**config.mk**
```make
export PLATFORM = sky130hd
export DESIGN_NAME = pixel_word_packer
export DESIGN_NICKNAME = d
export VERILOG_FILES = /design/src/rtl/pixel_pkg.sv /design/src/rtl/sync_fifo.sv /design/src/rtl/pixel_word_packer.sv
export SDC_FILE = /design/constraint.sdc
export NUM_CORES = 1
export LEC_CHECK = 0
export BUFFER_PORTS_ARGS = -buffer_cell sky130_fd_sc_hd__buf_2
export CAP_MARGIN = 20
export CORE_MARGIN = 5
export CORE_UTILIZATION = 40
export DETAILED_ROUTE_END_ITERATION = 6
export HOLD_SLACK_MARGIN = 0.03
export PLACE_DENSITY = 0.55
export SETUP_SLACK_MARGIN = 0.3
export SYNTH_ARGS = -nofsm -noshare
export SYNTH_HDL_FRONTEND = slang
export SYNTH_SLANG_ARGS = --single-unit
```
**constraint.sdc**
```tcl
create_clock -name pixclk_i -period 2.6 [get_ports pixclk_i]
set_input_delay 0.52 -clock pixclk_i [delete_from_list [all_inputs] [get_ports pixclk_i]]
set_output_delay 0.52 -clock pixclk_i [all_outputs]
set_load 0.05 [all_outputs]
```
**src/rtl/pixel_pkg.sv**
```systemverilog
// Shared types and frame geometry for the pixel word packer.
// Latency: none (types, constants and a pure function only).
// Backpressure: not applicable.
package pixel_pkg;

  localparam int PIX_WIDTH     = 8;
  localparam int PIX_PER_WORD  = 4;
  localparam int FRAME_WIDTH   = 240;
  localparam int FRAME_HEIGHT  = 240;
  localparam int FIFO_DEPTH    = 4;
  localparam int ADDR_WIDTH    = 16;

  localparam int WORD_BITS     = PIX_WIDTH * PIX_PER_WORD;
  localparam int WORDS_PER_ROW = FRAME_WIDTH / PIX_PER_WORD;
  localparam int LANE_BITS     = $clog2(PIX_PER_WORD);

  // One packed output word as it travels through the FIFO.
  typedef struct packed {
    logic [WORD_BITS-1:0]  data;
    logic [ADDR_WIDTH-1:0] addr;
    logic                  sof;
    logic                  eof;
  } word_t;

  typedef enum logic [1:0] {
    WAIT_SOF = 2'd0,
    PACK     = 2'd1,
    DROP     = 2'd2
  } state_t;

  // Linear word address of the word holding pixel (row, col), truncated.
  function automatic logic [ADDR_WIDTH-1:0] word_addr(input logic [15:0] row,
                                                      input logic [15:0] col);
    logic [31:0] w_lin;
    w_lin = 32'(row) * 32'(WORDS_PER_ROW) + 32'(col >> LANE_BITS);
    return w_lin[ADDR_WIDTH-1:0];
  endfunction

endpackage

```
**src/rtl/sync_fifo.sv**
```systemverilog
// Synchronous show-ahead FIFO; head entry is visible whenever o_head_vld is high.
// Latency: a pushed entry is visible at the head one cycle after the push edge.
// Backpressure: push is dropped when full unless a pop happens the same cycle.
module sync_fifo #(
  parameter int DEPTH = 4,
  parameter int WIDTH = 8
) (
  input  logic             i_clk,
  input  logic             i_rst_n,
  input  logic             i_flush,
  input  logic             i_push_vld,
  input  logic [WIDTH-1:0] i_push_dat,
  output logic             o_full,
  output logic             o_head_vld,
  input  logic             i_pop_rdy,
  output logic [WIDTH-1:0] o_head_dat
);

  localparam int PW = $clog2(DEPTH);

  logic [WIDTH-1:0] r_mem [DEPTH];
  logic [PW-1:0]    r_wr_ptr;
  logic [PW-1:0]    r_rd_ptr;
  logic [PW:0]      r_count;
  logic             w_pop;
  logic             w_push;

  assign o_head_vld = (r_count != '0);
  assign o_full     = (r_count == (PW+1)'(DEPTH));
  assign w_pop      = o_head_vld && i_pop_rdy;
  // A pop frees the slot on the same edge, so a push into a full FIFO is fine then.
  assign w_push     = i_push_vld && (!o_full || w_pop);
  assign o_head_dat = r_mem[r_rd_ptr];

  // Pointer and occupancy bookkeeping; flush empties without touching storage.
  always_ff @(posedge i_clk or negedge i_rst_n) begin
    if (!i_rst_n) begin
      r_wr_ptr <= '0;
      r_rd_ptr <= '0;
      r_count  <= '0;
    end else if (i_flush) begin
      r_wr_ptr <= '0;
      r_rd_ptr <= '0;
      r_count  <= '0;
    end else begin
      if (w_push) r_wr_ptr <= r_wr_ptr + 1'b1;
      if (w_pop)  r_rd_ptr <= r_rd_ptr + 1'b1;
      if (w_push && !w_pop)      r_count <= r_count + 1'b1;
      else if (!w_push && w_pop) r_count <= r_count - 1'b1;
    end
  end

  // Storage is reset so the head reads as zero straight out of reset.
  always_ff @(posedge i_clk or negedge i_rst_n) begin
    if (!i_rst_n) begin
      for (int i = 0; i < DEPTH; i++) r_mem[i] <= '0;
    end else if (w_push && !i_flush) begin
      r_mem[r_wr_ptr] <= i_push_dat;
    end
  end

endmodule

```
**src/rtl/pixel_word_packer.sv**
```systemverilog
// Packs PIX_PER_WORD trimmed pixels into address-tagged words with SOF/EOF flags.
// Latency: out_valid_o rises the cycle after the edge that sampled the completing pixel.
// Backpressure: 4-deep output FIFO; a word meeting a full FIFO drops the rest of the frame.
module pixel_word_packer #(
  // Geometry and widths live in pixel_pkg (word_t and word_addr are sized there);
  // these parameters default to the package values and must stay equal to them.
  parameter int PIX_WIDTH    = pixel_pkg::PIX_WIDTH,
  parameter int PIX_PER_WORD = pixel_pkg::PIX_PER_WORD,
  parameter int FRAME_WIDTH  = pixel_pkg::FRAME_WIDTH,
  parameter int FRAME_HEIGHT = pixel_pkg::FRAME_HEIGHT,
  parameter int FIFO_DEPTH   = pixel_pkg::FIFO_DEPTH,
  parameter int ADDR_WIDTH   = pixel_pkg::ADDR_WIDTH
) (
  input  logic                              pixclk_i,
  input  logic                              rst_ni,
  input  logic                              pix_valid_i,
  input  logic [PIX_WIDTH-1:0]              pix_i,
  input  logic [15:0]                       row_i,
  input  logic [15:0]                       col_i,
  input  logic                              frame_rst_i,
  output logic                              out_valid_o,
  input  logic                              out_ready_i,
  output logic [PIX_WIDTH*PIX_PER_WORD-1:0] out_data_o,
  output logic [ADDR_WIDTH-1:0]             out_addr_o,
  output logic                              out_sof_o,
  output logic                              out_eof_o,
  output logic                              overflow_o,
  input  logic                              clear_i,
  output logic [7:0]                        drop_count_o
);

  import pixel_pkg::*;

  localparam int              WB        = PIX_WIDTH * PIX_PER_WORD;
  localparam int              LW        = $clog2(PIX_PER_WORD);
  localparam logic [LW-1:0]   LAST_LANE = LW'(PIX_PER_WORD - 1);

  state_t                  r_state;
  logic [WB-1:0]           r_data;
  logic [ADDR_WIDTH-1:0]   r_addr;
  logic                    r_sof;
  logic                    r_have;
  logic [LW-1:0]           r_next_lane;
  logic                    r_overflow;
  logic [7:0]              r_drop_cnt;

  logic [LW-1:0]           w_lane;
  logic                    w_is_sof;
  logic                    w_is_eof;
  logic [WB-1:0]           w_in_data;
  logic [WB-1:0]           w_lane0_dat;
  logic                    w_complete;
  logic                    w_full;
  logic                    w_head_vld;
  logic                    w_pop;
  logic                    w_ovf;
  word_t                   w_push_word;
  word_t                   w_head;

  assign w_lane      = col_i[LW-1:0];
  assign w_is_sof    = (row_i == 16'd0) && (col_i == 16'd0);
  assign w_is_eof    = (row_i == 16'(FRAME_HEIGHT - 1)) && (col_i == 16'(FRAME_WIDTH - 1));
  assign w_lane0_dat = WB'(pix_i);

  // Partial word with the current pixel dropped into its lane.
  always_comb begin
    w_in_data = r_data;
    w_in_data[w_lane*PIX_WIDTH +: PIX_WIDTH] = pix_i;
  end

  // The in-order last-lane pixel of a word being built completes it; a mid-frame
  // SOF never completes a word because it restarts the frame instead.
  assign w_complete = !frame_rst_i && pix_valid_i && (r_state == PACK) && !w_is_sof &&
                      r_have && (w_lane == r_next_lane) && (w_lane == LAST_LANE);
  assign w_pop      = w_head_vld && out_ready_i;
  assign w_ovf      = w_complete && w_full && !w_pop;

  assign w_push_word.data = w_in_data;
  assign w_push_word.addr = r_addr;
  assign w_push_word.sof  = r_sof;
  assign w_push_word.eof  = w_is_eof;

  // Frame state and partial-word accumulation.
  always_ff @(posedge pixclk_i or negedge rst_ni) begin
    if (!rst_ni) begin
      r_state     <= WAIT_SOF;
      r_data      <= '0;
      r_addr      <= '0;
      r_sof       <= 1'b0;
      r_have      <= 1'b0;
      r_next_lane <= '0;
    end else if (frame_rst_i) begin
      r_state <= WAIT_SOF;
      r_have  <= 1'b0;
    end else if (pix_valid_i) begin
      case (r_state)
        WAIT_SOF, DROP: begin
          if (w_is_sof) begin
            r_state     <= PACK;
            r_data      <= w_lane0_dat;
            r_addr      <= '0;
            r_sof       <= 1'b1;
            r_have      <= 1'b1;
            r_next_lane <= LW'(1);
          end
        end
        PACK: begin
          if (w_is_sof) begin
            r_data      <= w_lane0_dat;
            r_addr      <= '0;
            r_sof       <= 1'b1;
            r_have      <= 1'b1;
            r_next_lane <= LW'(1);
          end else if (r_have && (w_lane == r_next_lane)) begin
            if (w_lane == LAST_LANE) begin
              r_have <= 1'b0;
              if (w_ovf)         r_state <= DROP;
              else if (w_is_eof) r_state <= WAIT_SOF;
            end else begin
              r_data      <= w_in_data;
              r_next_lane <= r_next_lane + 1'b1;
            end
          end else if (w_lane == '0) begin
            // Out-of-order lane 0: abandon the partial word and start afresh.
            r_data      <= w_lane0_dat;
            r_addr      <= word_addr(row_i, col_i);
            r_sof       <= 1'b0;
            r_have      <= 1'b1;
            r_next_lane <= LW'(1);
          end else begin
            // Out-of-order non-zero lane: wait silently for the next lane 0.
            r_have <= 1'b0;
          end
        end
        default: r_state <= WAIT_SOF;
      endcase
    end
  end

  // Sticky overflow flag and saturating drop counter; an overflow beats clear.
  always_ff @(posedge pixclk_i or negedge rst_ni) begin
    if (!rst_ni) begin
      r_overflow <= 1'b0;
      r_drop_cnt <= '0;
    end else if (w_ovf) begin
      r_overflow <= 1'b1;
      if (clear_i)                 r_drop_cnt <= 8'd1;
      else if (r_drop_cnt != 8'hFF) r_drop_cnt <= r_drop_cnt + 8'd1;
    end else if (clear_i) begin
      r_overflow <= 1'b0;
      r_drop_cnt <= '0;
    end
  end

  sync_fifo #(
    .DEPTH (FIFO_DEPTH),
    .WIDTH ($bits(word_t))
  ) u_fifo (
    .i_clk      (pixclk_i),
    .i_rst_n    (rst_ni),
    .i_flush    (frame_rst_i),
    .i_push_vld (w_complete),
    .i_push_dat (w_push_word),
    .o_full     (w_full),
    .o_head_vld (w_head_vld),
    .i_pop_rdy  (out_ready_i),
    .o_head_dat (w_head)
  );

  assign out_valid_o  = w_head_vld;
  assign out_data_o   = w_head.data;
  assign out_addr_o   = w_head.addr;
  assign out_sof_o    = w_head.sof;
  assign out_eof_o    = w_head.eof;
  assign overflow_o   = r_overflow;
  assign drop_count_o = r_drop_cnt;

endmodule
```
==> impl_metrics.tcl <==
set metrics [dict create \
    synth_top_area_cell "dfrtp_1" \
    synth_edf_count 0 \
    num_vias 10300 \
    finalNonFillerCells 1994 \
    status "finished, violations left" \
    syn_area_um2 13800 \
    dieArea_um2 38300 \
    crit_arrival_ns 4.12 \
    p_per_area_nw_per_um2 724 \
    placeableCoreArea_um2 34300 \
    netlist_instances 1243 \
    portBuffers 105 \
    final_common_cell "dfrtp_1" \
    final_cell_mix "dfrtp_1, nand2_1, buf_4" \
    hp-class "in2reg" \
    die_h_um 196 \
    max-vdd-ir-drop_mv 0.665 \
    worst_pin_slew_ns 0.603 \
    violations "setup timing" \
    area_growth_syn_to_layout_pct 37.7 \
    timing.hold.ws_ns 0.229 \
    synth_top_area_frac 0.489 \
    preCtsSetupSlack_ns -1.72 \
    leakagePower_nw 8.74 \
    drc 0 \
    tns_ns -8.39 \
    power_mw 13.8 \
    io_pins 106 \
    clk_pin_slew_ns 0.06 \
    diodes 0 \
    endpoint_kind "register" \
    ys_ff_latch 270 \
    htreeDepth 1 \
    dp_cells 1890 \
    timing.fmax_mhz 273 \
    reg2reg_slack_ns 0.23 \
    die_w_um 196 \
    antenna_found_initial 0 \
    fin_ws_ns -1.07 \
    start_kind "input pin" \
    drive_above_1_share 0.384 \
    num-fill-cells 2929 \
    async_flop_share 1.00 \
    numCtsBuffers 31 \
    slew_headroom 0.598 \
    drt_iter0_markers 436 \
    rsz0062_at_grt "yes" \
    synth.distinct_cells 59 \
    cts_buffer_depth 3 \
    critPathKind "in2reg" \
    placed_area_um2 16200 \
    grt_start_max_net_pins 72 \
    num_rows 68 \
    critical_path.max_fanout 4 \
    fin_nets 1630 \
    skew_ns 0.0108 \
    syn_area_per_cell_um2 11.1 \
    synth_fp_nets 1359 \
    cap_violations 0 \
    clockRootBuffer "clkbuf_16" \
    post-route-min-period_ns 3.67 \
    cts_tree "done" \
    finalCritPeriodShare 1.41 \
    ys.warnings.count 0 \
    dr.pass1.iters 4 \
    synth.area.top_cells "dfrtp_1, mux4_2, o21ai_0" \
    track_usage 0.188 \
    grt_pass1_wl_um 58900 \
    vias_per_cell 5.18 \
    clock_latency_ns 0.56 \
    finalSetupViolCount 25 \
    post_drt_wl_per_cell_um 18.3 \
    grt_overflow 0 \
    cts_sinks 270 \
    place_congestion 0.822 \
    wl_um 36500 \
    grt_pass1_vias 10700 \
    hold_violations 0 \
    slew_violations 0 \
    ant_nets 0 \
    dp_hpwl_um 24200 \
    start_util 0.403 \
    yosys_most_used_dff "dfrtp_1" \
    ys_seq_area_frac 0.489 \
    required_ns 3.05 \
    utilization 0.554 \
    fin_area_um2 19000 \
]
where the power goes:
group	internal, mW	total (mW)	switching [mW]
Combinational	2.45	4.70	2.25
Clock	2.67	4.46	1.78
Sequential	4.38	4.61	0.221
Total	9.51	13.8	4.25
worst max-delay path, stage by stage:
cell and delay, ns:
buf_6 0.10, fa_1 0.57, inv_2 0.05, fa_2 0.55, inv_2 0.05, ha_4 0.22
a211oi_4 0.23, nor2_2 0.08, o21a_1 0.18, nor2_1 0.12, xnor2_1 0.15, ha_2 0.34
a21oi_4 0.15, nor2_2 0.05, a211oi_2 0.20, a21oi_2 0.08, o211ai_1 0.19, xnor2_1 0.09
a22o_1 0.20
path summary, 6_finish.rpt:
path / from / endpoint / cells past startpoint
max reg2reg: r_next_lane[0] / u_fifo.r_count[1] / 8
max in group asynchronous: rst_ni / u_fifo.r_mem[27] / 3
min in group asynchronous: rst_ni / u_fifo.r_mem[145] / 2
min: clear_i / drop_count_o[3] / 2
max: row_i[0] / r_addr[15] / 19
min reg2reg: r_data[22] / r_data[22] / 2
routing by layer:
layer | wire length [µm] | vias up | GRT usage
met1 | 16400 | 5148 | 0.260
met3 | 1330 | 55 | 0.0244
met2 | 17900 | 183 | 0.318
met4 | 803 | 0 | 0.0422
met5 | 0 | - | 0
li1 | - | 4951 | -
cell usage after synthesis (5+ instances only):
cell type    n
nand2_1    202
mux4_2      50
o31ai_1     30
ha_1        47
nand2b_1     5
or3_1        7
nor2_1      32
o21ai_0    163
buf_2       31
a21o_1       6
mux2_1      17
mux2_2      47
fa_1        23
a22o_1       9
inv_1       56
nor2b_1     37
dfrtp_1    270
nor3_1       7
clkbuf_1    26
a21oi_1     57
nand4_1     10
a211oi_1     8
xnor2_1     22
buf_1        5
o21a_1       6
xor2_1      10
final cells by class:
cell class	instances	area, µm²	share of cell area
Clock buffer	39	836	0.0440
Inverter	56	229	0.0120
Timing Repair Buffer	305	3230	0.170
Sequential cell	270	6760	0.356
Multi-Input combinational cell	850	7170	0.377
Clock inverter	19	214	0.0113
Tap cell	455	569	0.0299
logic make-up after synthesis:
kind of cell / synth area share
DFF: 0.489
buffers and inverters: 0.0392
and+or+nand+nor: 0.111
adders and majority gates: 0.0760
xor gates and xnor gates: 0.0203
AOI/OAI and AO/OA: 0.128
muxes: 0.135
sequential cells by signal (all words and copies together), names as in the netlist:
register         count
u_fifo.r_rd_ptr      2
u_fifo.r_count       3
u_fifo.r_wr_ptr      2
overflow_o           1
r_data              32
u_fifo.r_mem       200
r_state              2
r_sof                1
drop_count_o         8
r_addr              16
r_have               1
r_next_lane          2
repair_timing:
| item | CTS | global route |
|---|---|---|
| gates resized for setup | 244 | 94 |
| pin swaps | 65 | 13 |
| setup endpoints to repair | 304 | 316 |
| setup buffers | 24 | 3 |
| endpoints found under the hold margin | 64 | 0 |
| hold buffers | 1 | 0 |
| gates cloned | 13 | 5 |
No activity file was read; power rests on OpenSTA's default activity.
